$ cat config.mk
export PLATFORM = sky130hd
export DESIGN_NAME = snn_spike_classifier
export DESIGN_NICKNAME = d
export VERILOG_FILES = /design/src/rtl/snn_spike_classifier_pkg.sv /design/src/rtl/snn_spike_classifier_spike_in_fifo.sv /design/src/rtl/snn_spike_classifier.sv
export SDC_FILE = /design/constraint.sdc
export NUM_CORES = 1
export LEC_CHECK = 0
export CORE_MARGIN = 2
export CORE_UTILIZATION = 50
export CTS_CLUSTER_DIAMETER = 120
export CTS_CLUSTER_SIZE = 40
export DETAILED_ROUTE_END_ITERATION = 7
export DONT_BUFFER_PORTS = 1
export HOLD_SLACK_MARGIN = 0.15
export SLEW_MARGIN = 15
export SYNTH_ARGS = -nofsm -noshare
export SYNTH_HDL_FRONTEND = slang
export SYNTH_SLANG_ARGS = --single-unit
$ cat constraint.sdc
create_clock -name clk -period 9.84 [get_ports clk]
set_input_delay 2.46 -clock clk [delete_from_list [all_inputs] [get_ports clk]]
set_output_delay 2.46 -clock clk [all_outputs]
set_load 0.05 [all_outputs]
$ cat src/rtl/snn_spike_classifier_pkg.sv
// Shared constants, FSM encoding and error-bit positions for the SNN output classifier.
package snn_spike_classifier_pkg;
   localparam int NUM_CLASS  = 10;
   localparam int CLS_W      = 4;
   localparam int CNT_W      = 8;
   localparam int IDX_W      = 16;
   localparam int FIFO_DEPTH = 16;
   localparam int FIFO_AW    = 4;
   localparam int AF_MARGIN  = 2;
   // FIFO entry: {index out of range, low class-index bits}
   localparam int ENT_W      = CLS_W + 1;

   typedef enum logic [1:0] {
      ST_ACCUM = 2'd0,
      ST_SCAN  = 2'd1,
      ST_DONE  = 2'd2
   } state_t;

   localparam int ERR_WR_FULL = 0;
   localparam int ERR_BAD_IDX = 1;
   localparam int ERR_FE_PEND = 2;
endpackage

$ cat src/rtl/snn_spike_classifier_spike_in_fifo.sv
// Register-array synchronous FIFO with occupancy tracking and registered full/almost_full.
module spike_in_fifo #(
   parameter int DW        = 5,
   parameter int DEPTH     = 16,
   parameter int AW        = 4,
   parameter int AF_MARGIN = 2
) (
   input  logic          clk,
   input  logic          rst,
   input  logic          i_push,
   input  logic [DW-1:0] i_din,
   input  logic          i_pop,
   output logic [DW-1:0] o_dout,
   output logic          o_empty,
   output logic          o_full,
   output logic          o_almost_full
);
   logic [DW-1:0] r_mem [DEPTH];
   logic [AW-1:0] r_wr_ptr;
   logic [AW-1:0] r_rd_ptr;
   logic [AW:0]   r_occ;
   logic [AW:0]   w_occ_nxt;
   logic          w_do_push;
   logic          w_do_pop;

   assign w_do_push = i_push && !o_full;
   assign w_do_pop  = i_pop && (r_occ != '0);
   assign o_empty   = (r_occ == '0);
   assign o_dout    = r_mem[r_rd_ptr];

   always_comb begin
      w_occ_nxt = r_occ;
      if (w_do_push && !w_do_pop)
         w_occ_nxt = r_occ + (AW+1)'(1);
      else if (w_do_pop && !w_do_push)
         w_occ_nxt = r_occ - (AW+1)'(1);
   end

   // Flags are registered from next occupancy so they line up with r_occ.
   always_ff @(posedge clk or posedge rst) begin
      if (rst) begin
         r_wr_ptr      <= '0;
         r_rd_ptr      <= '0;
         r_occ         <= '0;
         o_full        <= 1'b0;
         o_almost_full <= 1'b0;
      end else begin
         if (w_do_push) r_wr_ptr <= r_wr_ptr + AW'(1);
         if (w_do_pop)  r_rd_ptr <= r_rd_ptr + AW'(1);
         r_occ         <= w_occ_nxt;
         o_full        <= (w_occ_nxt == (AW+1)'(DEPTH));
         o_almost_full <= (w_occ_nxt >= (AW+1)'(DEPTH - AF_MARGIN));
      end
   end

   always_ff @(posedge clk) begin
      if (w_do_push) r_mem[r_wr_ptr] <= i_din;
   end
endmodule

$ cat src/rtl/snn_spike_classifier.sv
// Counts output spikes per class over a frame, then scans the counters for the arg-max
// and presents the winner on a valid/ready port.
module snn_spike_classifier
   import snn_spike_classifier_pkg::*;
(
   input  logic             clk,
   input  logic             rst,
   input  logic             w_en,
   input  logic [IDX_W-1:0] s_index_i,
   output logic             full,
   output logic             almost_full,
   input  logic             frame_end,
   output logic             result_valid,
   input  logic             result_ready,
   output logic [CLS_W-1:0] result_class,
   output logic [CNT_W-1:0] result_count,
   output logic [2:0]       err_flags
);
   function automatic logic [CNT_W-1:0] sat_inc(input logic [CNT_W-1:0] v);
      return (v == '1) ? v : v + CNT_W'(1);
   endfunction

   state_t           r_state;
   logic             r_pending;
   logic [CLS_W-1:0] r_scan_i;
   logic [CNT_W-1:0] r_cnt [NUM_CLASS];
   logic             r_vld_p1;
   logic [ENT_W-1:0] r_ent_p1;

   logic [ENT_W-1:0] w_ent_p0;
   logic [ENT_W-1:0] w_fifo_dout;
   logic             w_empty;
   logic             w_pop_p0;
   logic             w_go_scan;
   logic             w_last;
   logic             w_accept;
   logic             w_take;
   logic [CNT_W-1:0] w_scan_cnt;

   assign w_ent_p0 = {(s_index_i >= IDX_W'(NUM_CLASS)), s_index_i[CLS_W-1:0]};

   spike_in_fifo #(
      .DW(ENT_W), .DEPTH(FIFO_DEPTH), .AW(FIFO_AW), .AF_MARGIN(AF_MARGIN)
   ) u_fifo (
      .clk(clk), .rst(rst),
      .i_push(w_en), .i_din(w_ent_p0),
      .i_pop(w_pop_p0), .o_dout(w_fifo_dout),
      .o_empty(w_empty), .o_full(full), .o_almost_full(almost_full)
   );

   assign w_pop_p0  = (r_state == ST_ACCUM) && !w_empty;
   assign w_go_scan = (r_state == ST_ACCUM) && r_pending && w_empty && !r_vld_p1;
   assign w_last    = (r_state == ST_SCAN) && (r_scan_i == CLS_W'(NUM_CLASS - 1));
   assign w_accept  = result_valid && result_ready;
   assign w_take    = w_scan_cnt > result_count;

   always_comb begin
      w_scan_cnt = '0;
      for (int c = 0; c < NUM_CLASS; c++)
         if (r_scan_i == CLS_W'(c)) w_scan_cnt = r_cnt[c];
   end

   // ---- p0 -> p1: popped entry registered ----
   always_ff @(posedge clk) begin
      if (w_pop_p0) r_ent_p1 <= w_fifo_dout;
   end

   // ---- p1: counter update; cleared in one cycle on result handshake ----
   always_ff @(posedge clk or posedge rst) begin
      if (rst) begin
         for (int c = 0; c < NUM_CLASS; c++) r_cnt[c] <= '0;
      end else if (w_accept) begin
         for (int c = 0; c < NUM_CLASS; c++) r_cnt[c] <= '0;
      end else if (r_vld_p1 && !r_ent_p1[CLS_W]) begin
         for (int c = 0; c < NUM_CLASS; c++)
            if (r_ent_p1[CLS_W-1:0] == CLS_W'(c)) r_cnt[c] <= sat_inc(r_cnt[c]);
      end
   end

   always_ff @(posedge clk or posedge rst) begin
      if (rst) begin
         r_state      <= ST_ACCUM;
         r_pending    <= 1'b0;
         r_scan_i     <= '0;
         r_vld_p1     <= 1'b0;
         result_valid <= 1'b0;
         result_class <= '0;
         result_count <= '0;
         err_flags    <= '0;
      end else begin
         r_vld_p1 <= w_pop_p0;
         if (w_en && full)                     err_flags[ERR_WR_FULL] <= 1'b1;
         if (r_vld_p1 && r_ent_p1[CLS_W])      err_flags[ERR_BAD_IDX] <= 1'b1;
         if (frame_end && r_pending)           err_flags[ERR_FE_PEND] <= 1'b1;
         // A frame_end that collides with a still-pending frame is dropped.
         if (w_go_scan)      r_pending <= 1'b0;
         else if (frame_end) r_pending <= 1'b1;
         case (r_state)
            ST_ACCUM: if (w_go_scan) begin
               r_state      <= ST_SCAN;
               r_scan_i     <= '0;
               result_class <= '0;
               result_count <= '0;
            end
            ST_SCAN: begin
               if (w_take) begin
                  result_class <= r_scan_i;
                  result_count <= w_scan_cnt;
               end
               r_scan_i <= r_scan_i + CLS_W'(1);
               if (w_last) begin
                  r_state      <= ST_DONE;
                  result_valid <= 1'b1;
               end
            end
            ST_DONE: if (result_ready) begin
               result_valid <= 1'b0;
               r_state      <= ST_ACCUM;
            end
            default: r_state <= ST_ACCUM;
         endcase
      end
   end
endmodule

==> results.json, run 1 <==
{
  "die_height_microns": 148,
  "syn_area_sq_um": 10300,
  "rows": 52,
  "synth-main-ff-cell": "dfrtp_1",
  "synth_cell_types": 69,
  "diodes": 0,
  "setup-violations-final": 0,
  "combinationalPowerShare_pct": 41.5,
  "start_util_pct": 51.0,
  "cts_resized": 0,
  "reg2reg_depth": 13,
  "power_density_nw_per_um2": 332,
  "finalWorstSetupSlack_ns": 5.39,
  "hold_viol": 0,
  "placed_area_sq_um": 10500,
  "grt_max_degree": 83,
  "slew_viol_final": 0,
  "grt_usage_pct": 21.5,
  "dieArea_sq_um": 21900,
  "fin_area_sq_um": 10800,
  "nNetsFinal": 954,
  "synth-simple-area-share_pct": 17.0,
  "io_buffers": 0,
  "crit_arrival_ns": 4.83,
  "drtPass1Iterations": 5,
  "p_leak_nw": 3.97,
  "holdCritPathClass": "reg2reg",
  "critPathMaxFanout": 25,
  "vdd_drop_max_mv": 0.154,
  "p_seq_share_pct": 46.2,
  "synth-adder-area-share_pct": 3.51,
  "final_cell_mix": "119 x dfrtp_1, 113 x nor2_1, 85 x edfxtp_1, 63 x nand2_1, 56 x xnor2_1",
  "syn_nets": 980,
  "root_buffer": "clkbuf_16",
  "grt_pass1_wl_mm": 37.0,
  "min_period_over_period_pct": 45.3,
  "cts_buffers": 9,
  "syn_area_per_cell_sq_um": 11.1,
  "final_common_cell": "dfrtp_1",
  "critPathLaunchType": "register",
  "tns_ns": 0,
  "cts_buffer_depth": 3,
  "path_depth": 13,
  "cp_top_family": "compound AO/OA/AOI/OAI gates",
  "antenna_found_initial": 1,
  "critPathBufInv": 2,
  "min_period_ns": 4.45,
  "io-pin-count": 39,
  "post-dp-hpwl_mm": 17.0,
  "pre_cts_ws_ns": 5.23,
  "cp-end-kind": "register",
  "cts.clk_slew.worst_paths_ns": 0.13,
  "synth_top_family_by_area": "simple AND/OR/NAND/NOR gates",
  "fmax_mhz": 224,
  "holdPathStages": 1,
  "post-cts-setup-buffers": 0,
  "synth-async-reset-ratio_pct": 58.3,
  "vias": 6980,
  "muxShareOfSynthArea_pct": 7.49,
  "fin_util_pct": 53.3,
  "maxSlewHeadroom_pct": 26.8,
  "gp_congestion": 0.901,
  "layout-drive-gt1-share_pct": 7.40,
  "synth_compound_area_share_pct": 9.49,
  "synth_edf_count": 85,
  "power_mw": 3.60,
  "synth_xor_area_share_pct": 5.84,
  "finalClockSkew_ns": 0.0282,
  "coreArea_sq_um": 20300,
  "rsz0062_at_grt": "false",
  "overflow": 0,
  "area_growth_pct": 4.68,
  "dieWidth_microns": 148,
  "grt_pass1_vias": 6776,
  "clkLatencyLatePin_ns": 0.47,
  "cts_sinks": 204,
  "swShare_pct": 43.4,
  "yosysWarnings": 0,
  "drc": 0,
  "cts_htree_levels": 1,
  "intPower_mw": 2.04,
  "tightest_slew_ns": 1.10,
  "status": "completed",
  "syn_inst": 930,
  "critPathKind": "reg2reg",
  "avgRoutedWirePerCell_microns": 19.9,
  "cts_tree": "done",
  "drt_iter0_drc": 489,
  "hold_buffers": 0,
  "yosysSeqAreaShare_pct": 53.5,
  "routed_wl_mm": 23.4,
  "slowest_stage": "ha_1",
  "crit_chain": "inv_1 > ha_1 > nor2b_1 > a221oi_1 > o32a_1 > o21ai_1 > ha_1 > nor2b_1 > o21ai_0 > a211oi_1 > o221ai_1 > buf_4 > mux2_2",
  "required_ns": 10.21,
  "maxCapViolCount": 0,
  "antenna_left": 0,
  "p_switching_mw": 1.56,
  "slowest_delay_ns": 0.76,
  "via_per_inst": 5.94,
  "ys_ff_latch": 204,
  "pwr-share-clk_pct": 12.4
}
==> routing by layer <==
metal / part of all wire [%] / vias to the layer above / GRT usage [%]
met3: 4.2 / 33 / 2.65
met5: 0 / - / 0
met4: 2.4 / 0 / 5.52
li1: - / 3306 / -
met2: 51 / 171 / 38.2
met1: 42 / 3470 / 28.2
==> area by class of cell <==
type | instances | area (sq um)
well taps | 270 | 338
flip-flops and latches | 204 | 5530
repair buffers | 5 | 37.5
inverters | 41 | 161
fillers | 1847 | 9470
multi-input cells | 643 | 4480
clock buffers | 11 | 243
clock inverters | 2 | 38.8
==> final timing paths <==
check / start / endpoint / slack [ns]
setup / recovery: r_scan_i[0] / result_count[1] / 5.39
hold / removal: r_pending / err_flags[2] / 0.55
setup reg to reg: r_scan_i[0] / result_count[1] / 5.39
hold reg to reg: r_pending / err_flags[2] / 0.55
max in group asynchronous: rst / u_fifo.r_wr_ptr[0] / 6.55
min in group asynchronous: rst / r_cnt[35] / 1.91
==> sequential cells by signal, summed over array words and instances, names as in the netlist <==
| register | cells |
|---|---|
| err_flags | 3 |
| r_cnt | 80 |
| r_state | 2 |
| r_ent_p1 | 5 |
| result_count | 8 |
| r_vld_p1 | 1 |
| r_scan_i | 4 |
| result_valid | 1 |
| u_fifo.o_full | 1 |
| u_fifo.r_rd_ptr | 4 |
| u_fifo.o_almost_full | 1 |
| u_fifo.r_occ | 5 |
| r_pending | 1 |
| u_fifo.r_wr_ptr | 4 |
| u_fifo.r_mem | 80 |
| result_class | 4 |
==> metrics by stage <==
stage	cells	hold WS, ns
after global placement	1163	0.516
after CTS	1176	0.556
after floorplan	930	0.473
final	1176	0.546
after detailed placement	1163	0.517
after global routing	1176	0.582
==> kinds of logic (layout without fill, tap and decap cells) <==
family          count (synthesis)  in the layout
simple gates                  352            352
flops                         204            204
compound gates                148            148
buf+inv                        83             59
xor+xnor                       69             69
mux                            45             45
fa+ha+maj                      29             29
==> synth_stat cells, drive strengths merged (3+ instances only) <==
| master | n | area [sq um] |
|---|---|---|
| edfxtp | 85 | 2550 |
| o22ai | 7 | 43.8 |
| nand2 | 64 | 248 |
| nand4 | 24 | 150 |
| o21ai | 36 | 184 |
| inv | 40 | 155 |
| nor3b | 7 | 62.6 |
| a22oi | 6 | 45.0 |
| a2111oi | 6 | 52.6 |
| nand3b | 3 | 22.5 |
| nor3 | 27 | 135 |
| o21bai | 6 | 45.0 |
| a211oi | 3 | 22.5 |
| o311ai | 3 | 41.3 |
| nand3 | 33 | 165 |
| or3 | 12 | 75.1 |
| xor2 | 13 | 114 |
| ha | 29 | 363 |
| clkbuf | 25 | 93.8 |
| nor2 | 114 | 435 |
| o211ai | 3 | 22.5 |
| mux2i | 11 | 110 |
| nor4 | 14 | 87.6 |
| dfrtp | 119 | 2980 |
| mux2 | 9 | 101 |
| nor2b | 33 | 206 |
| and2 | 4 | 25.0 |
| nor4b | 3 | 32.5 |
| o31ai | 3 | 22.5 |
| a21o | 3 | 22.5 |
| xnor2 | 56 | 490 |
| a21oi | 46 | 234 |
| o32a | 6 | 60.1 |
| buf | 17 | 82.6 |
| a221oi | 9 | 78.8 |
| nand2b | 6 | 37.5 |
| mux4 | 25 | 563 |
==> power by group through the flow <==
| stage | clock [mW] | combinational (mW) | sequential, mW |
|---|---|---|---|
| after floorplan | 0 | 1.23 | 1.50 |
| after global placement | 0 | 1.45 | 1.67 |
| after detailed placement | 0 | 1.50 | 1.68 |
| after CTS | 0.462 | 1.50 | 1.66 |
| after global routing | 0.489 | 1.67 | 1.70 |
| final | 0.445 | 1.49 | 1.66 |
(Power assumes the default switching activity.)
==> run 2: changes to the inputs <==
--- a/config.mk
+++ b/config.mk
@@ -12,6 +12,7 @@
 export DETAILED_ROUTE_END_ITERATION = 7
 export DONT_BUFFER_PORTS = 1
 export HOLD_SLACK_MARGIN = 0.15
+export PLACE_DENSITY = 0.68
 export SLEW_MARGIN = 15
 export SYNTH_ARGS = -nofsm -noshare
 export SYNTH_HDL_FRONTEND = slang
==> constraint.sdc (replaced) <==
create_clock -name clk -period 3.7 [get_ports clk]
set_input_delay 0.925 -clock clk [delete_from_list [all_inputs] [get_ports clk]]
set_output_delay 0.925 -clock clk [all_outputs]
set_load 0.05 [all_outputs]
==> run 2 against run 1 <==
  * Global-route usage decreased by 0.46 points
  * Clock power increased to 2.7 times the previous value
  * Final cell count increased by 0.77%
  * Non-clock buffer count increased by 9
  * Sequential cell count unchanged
  * Setup slack got worse by 5.0 ns
  * Core utilization increased by 0.37 points
  * Worst hold slack got worse by 0.074 ns
  * Largest power group unchanged
  * Highest routed layer unchanged
==> results.json, run 2 (same netlist as run 1, synthesis figures left out) <==
{
  "dieWidth_microns": 148,
  "grt_usage_pct": 21.1,
  "die_height_microns": 148,
  "rsz0062_at_grt": "false",
  "area_growth_pct": 5.41,
  "power_density_nw_per_um2": 878,
  "cts_sinks": 204,
  "reg_top3": "r_cnt: 80 flops, u_fifo.r_mem: 80 flops, result_count: 8 flops",
  "post-dp-hpwl_mm": 15.8,
  "post-cts-setup-buffers": 0,
  "tightest_slew_ns": 0.969,
  "regArea_sq_um": 5530,
  "required_ns": 4.08,
  "cp-end-kind": "register",
  "slew_viol_final": 0,
  "cts_htree_levels": 1,
  "holdCritPathClass": "in2async",
  "rows": 52,
  "vias": 6912,
  "status": "completed",
  "drc": 0,
  "gp_congestion": 0.952,
  "dieArea_sq_um": 21900,
  "hold_viol": 0,
  "final_common_cell": "dfrtp_1",
  "diodes": 0,
  "maxCapViolCount": 0,
  "cts_buffer_depth": 3,
  "grt_pass1_wl_mm": 36.9,
  "io_buffers": 0,
  "multi_input_area_sq_um": 4490,
  "start_util_pct": 51.0,
  "drt_iter0_drc": 530,
  "root_buffer": "clkbuf_16",
  "maxSlewHeadroom_pct": 35.4,
  "critPathMaxFanout": 15,
  "grt_max_degree": 120,
  "antenna_left": 0,
  "tns_ns": 0,
  "critPathLaunchType": "register",
  "antenna_found_initial": 0,
  "final.fill_count": 1795,
  "grt_pass1_vias": 6896,
  "vdd_drop_max_mv": 0.542,
  "layout-drive-gt1-share_pct": 8.42,
  "nNetsFinal": 963,
  "final_cell_mix": "119 x dfrtp_1, 113 x nor2_1, 85 x edfxtp_1, 63 x nand2_1, 56 x xnor2_1",
  "io-pin-count": 39,
  "critPathKind": "reg2reg",
  "cts.clk_slew.worst_paths_ns": 0.13,
  "finalWorstSetupSlack_ns": 0.349,
  "avgRoutedWirePerCell_microns": 18.8,
  "drtPass1Iterations": 5,
  "finalClockSkew_ns": 0.0235,
  "fmax_mhz": 298,
  "coreArea_sq_um": 20300,
  "crit_arrival_ns": 3.73,
  "p_leak_nw": 4.01,
  "overflow": 0,
  "cts_buffers": 9,
  "setup-violations-final": 0,
  "pre_cts_ws_ns": 0.250,
  "clkLatencyLatePin_ns": 0.48,
  "min_period_ns": 3.35,
  "min_period_over_period_pct": 90.6,
  "via_per_inst": 5.83,
  "routed_wl_mm": 22.2,
  "cts_tree": "done"
}
-- run 2: worst paths after layout --
| kind | from | to | slack [ns] | cells after the start |
|---|---|---|---|---|
| max in group asynchronous | rst | r_cnt[57] | 2.71 | 2 |
| hold reg to reg | r_pending | err_flags[2] | 0.55 | 1 |
| hold / removal | rst | r_cnt[33] | 0.47 | 2 |
| setup / recovery | r_scan_i[0] | result_count[3] | 0.35 | 11 |
| setup reg to reg | r_scan_i[0] | result_count[3] | 0.35 | 11 |
| min in group clk | s_index_i[0] | u_fifo.r_mem[2][0] | 0.53 | 0 |
-- run 2: cell type report --
| class | instances | share of cell area (%) |
|---|---|---|
| clock inverters | 1 | 0.184 |
| well taps | 270 | 3.10 |
| inverters | 41 | 1.49 |
| multi-input cells | 643 | 41.1 |
| flip-flops and latches | 204 | 50.7 |
| clock buffers | 12 | 2.26 |
| repair buffers | 14 | 1.11 |
-- run 2: layer usage --
metal  vias to the layer above  global-route usage (%)  wire length (microns)
li1                       3316                       -                      -
met1                      3436                    28.8                   9920
met2                       128                    36.3                  11100
met3                        32                    2.41                    675
met4                         0                    5.14                    533
met5                         -                       0                      0
-- run 2: power by group --
group	switching (mW)	internal, mW
Clock	0.688	0.489
Combinational	2.12	1.86
Sequential	1.30	3.12
-- run 2: through the flow --
step | hold slack (ns) | instance area (sq um) | util (%) | instances | power [mW]
after floorplan | 0.473 | 10300 | - | 930 | 7.27
after global placement | 0.523 | 10600 | 52.4 | 1172 | 8.31
after detailed placement | 0.511 | 10600 | 52.4 | 1172 | 8.42
after CTS | 0.523 | 10900 | 53.7 | 1185 | 9.60
after global routing | 0.511 | 10900 | 53.7 | 1185 | 10.3
final | 0.472 | 10900 | 53.7 | 1185 | 9.57
-- run 2: timing repair --
| action | CTS | global route |
|---|---|---|
| hold endpoints to repair | 0 | 0 |
| hold buffers | 0 | 0 |
| endpoints found under the setup margin | 0 | 3 |
| resized for setup | 0 | 3 |
-- run 2: critical path, stage by stage (launching register included) --
cell and delay (ns):
dfrtp_1 0.47, ha_2 0.31, or3_1 0.45, o32a_1 0.40, o21ai_1 0.19, ha_1 0.27
nor2b_1 0.13, o21ai_0 0.15, a211oi_1 0.09, o221ai_1 0.19, buf_4 0.23, mux2_2 0.34
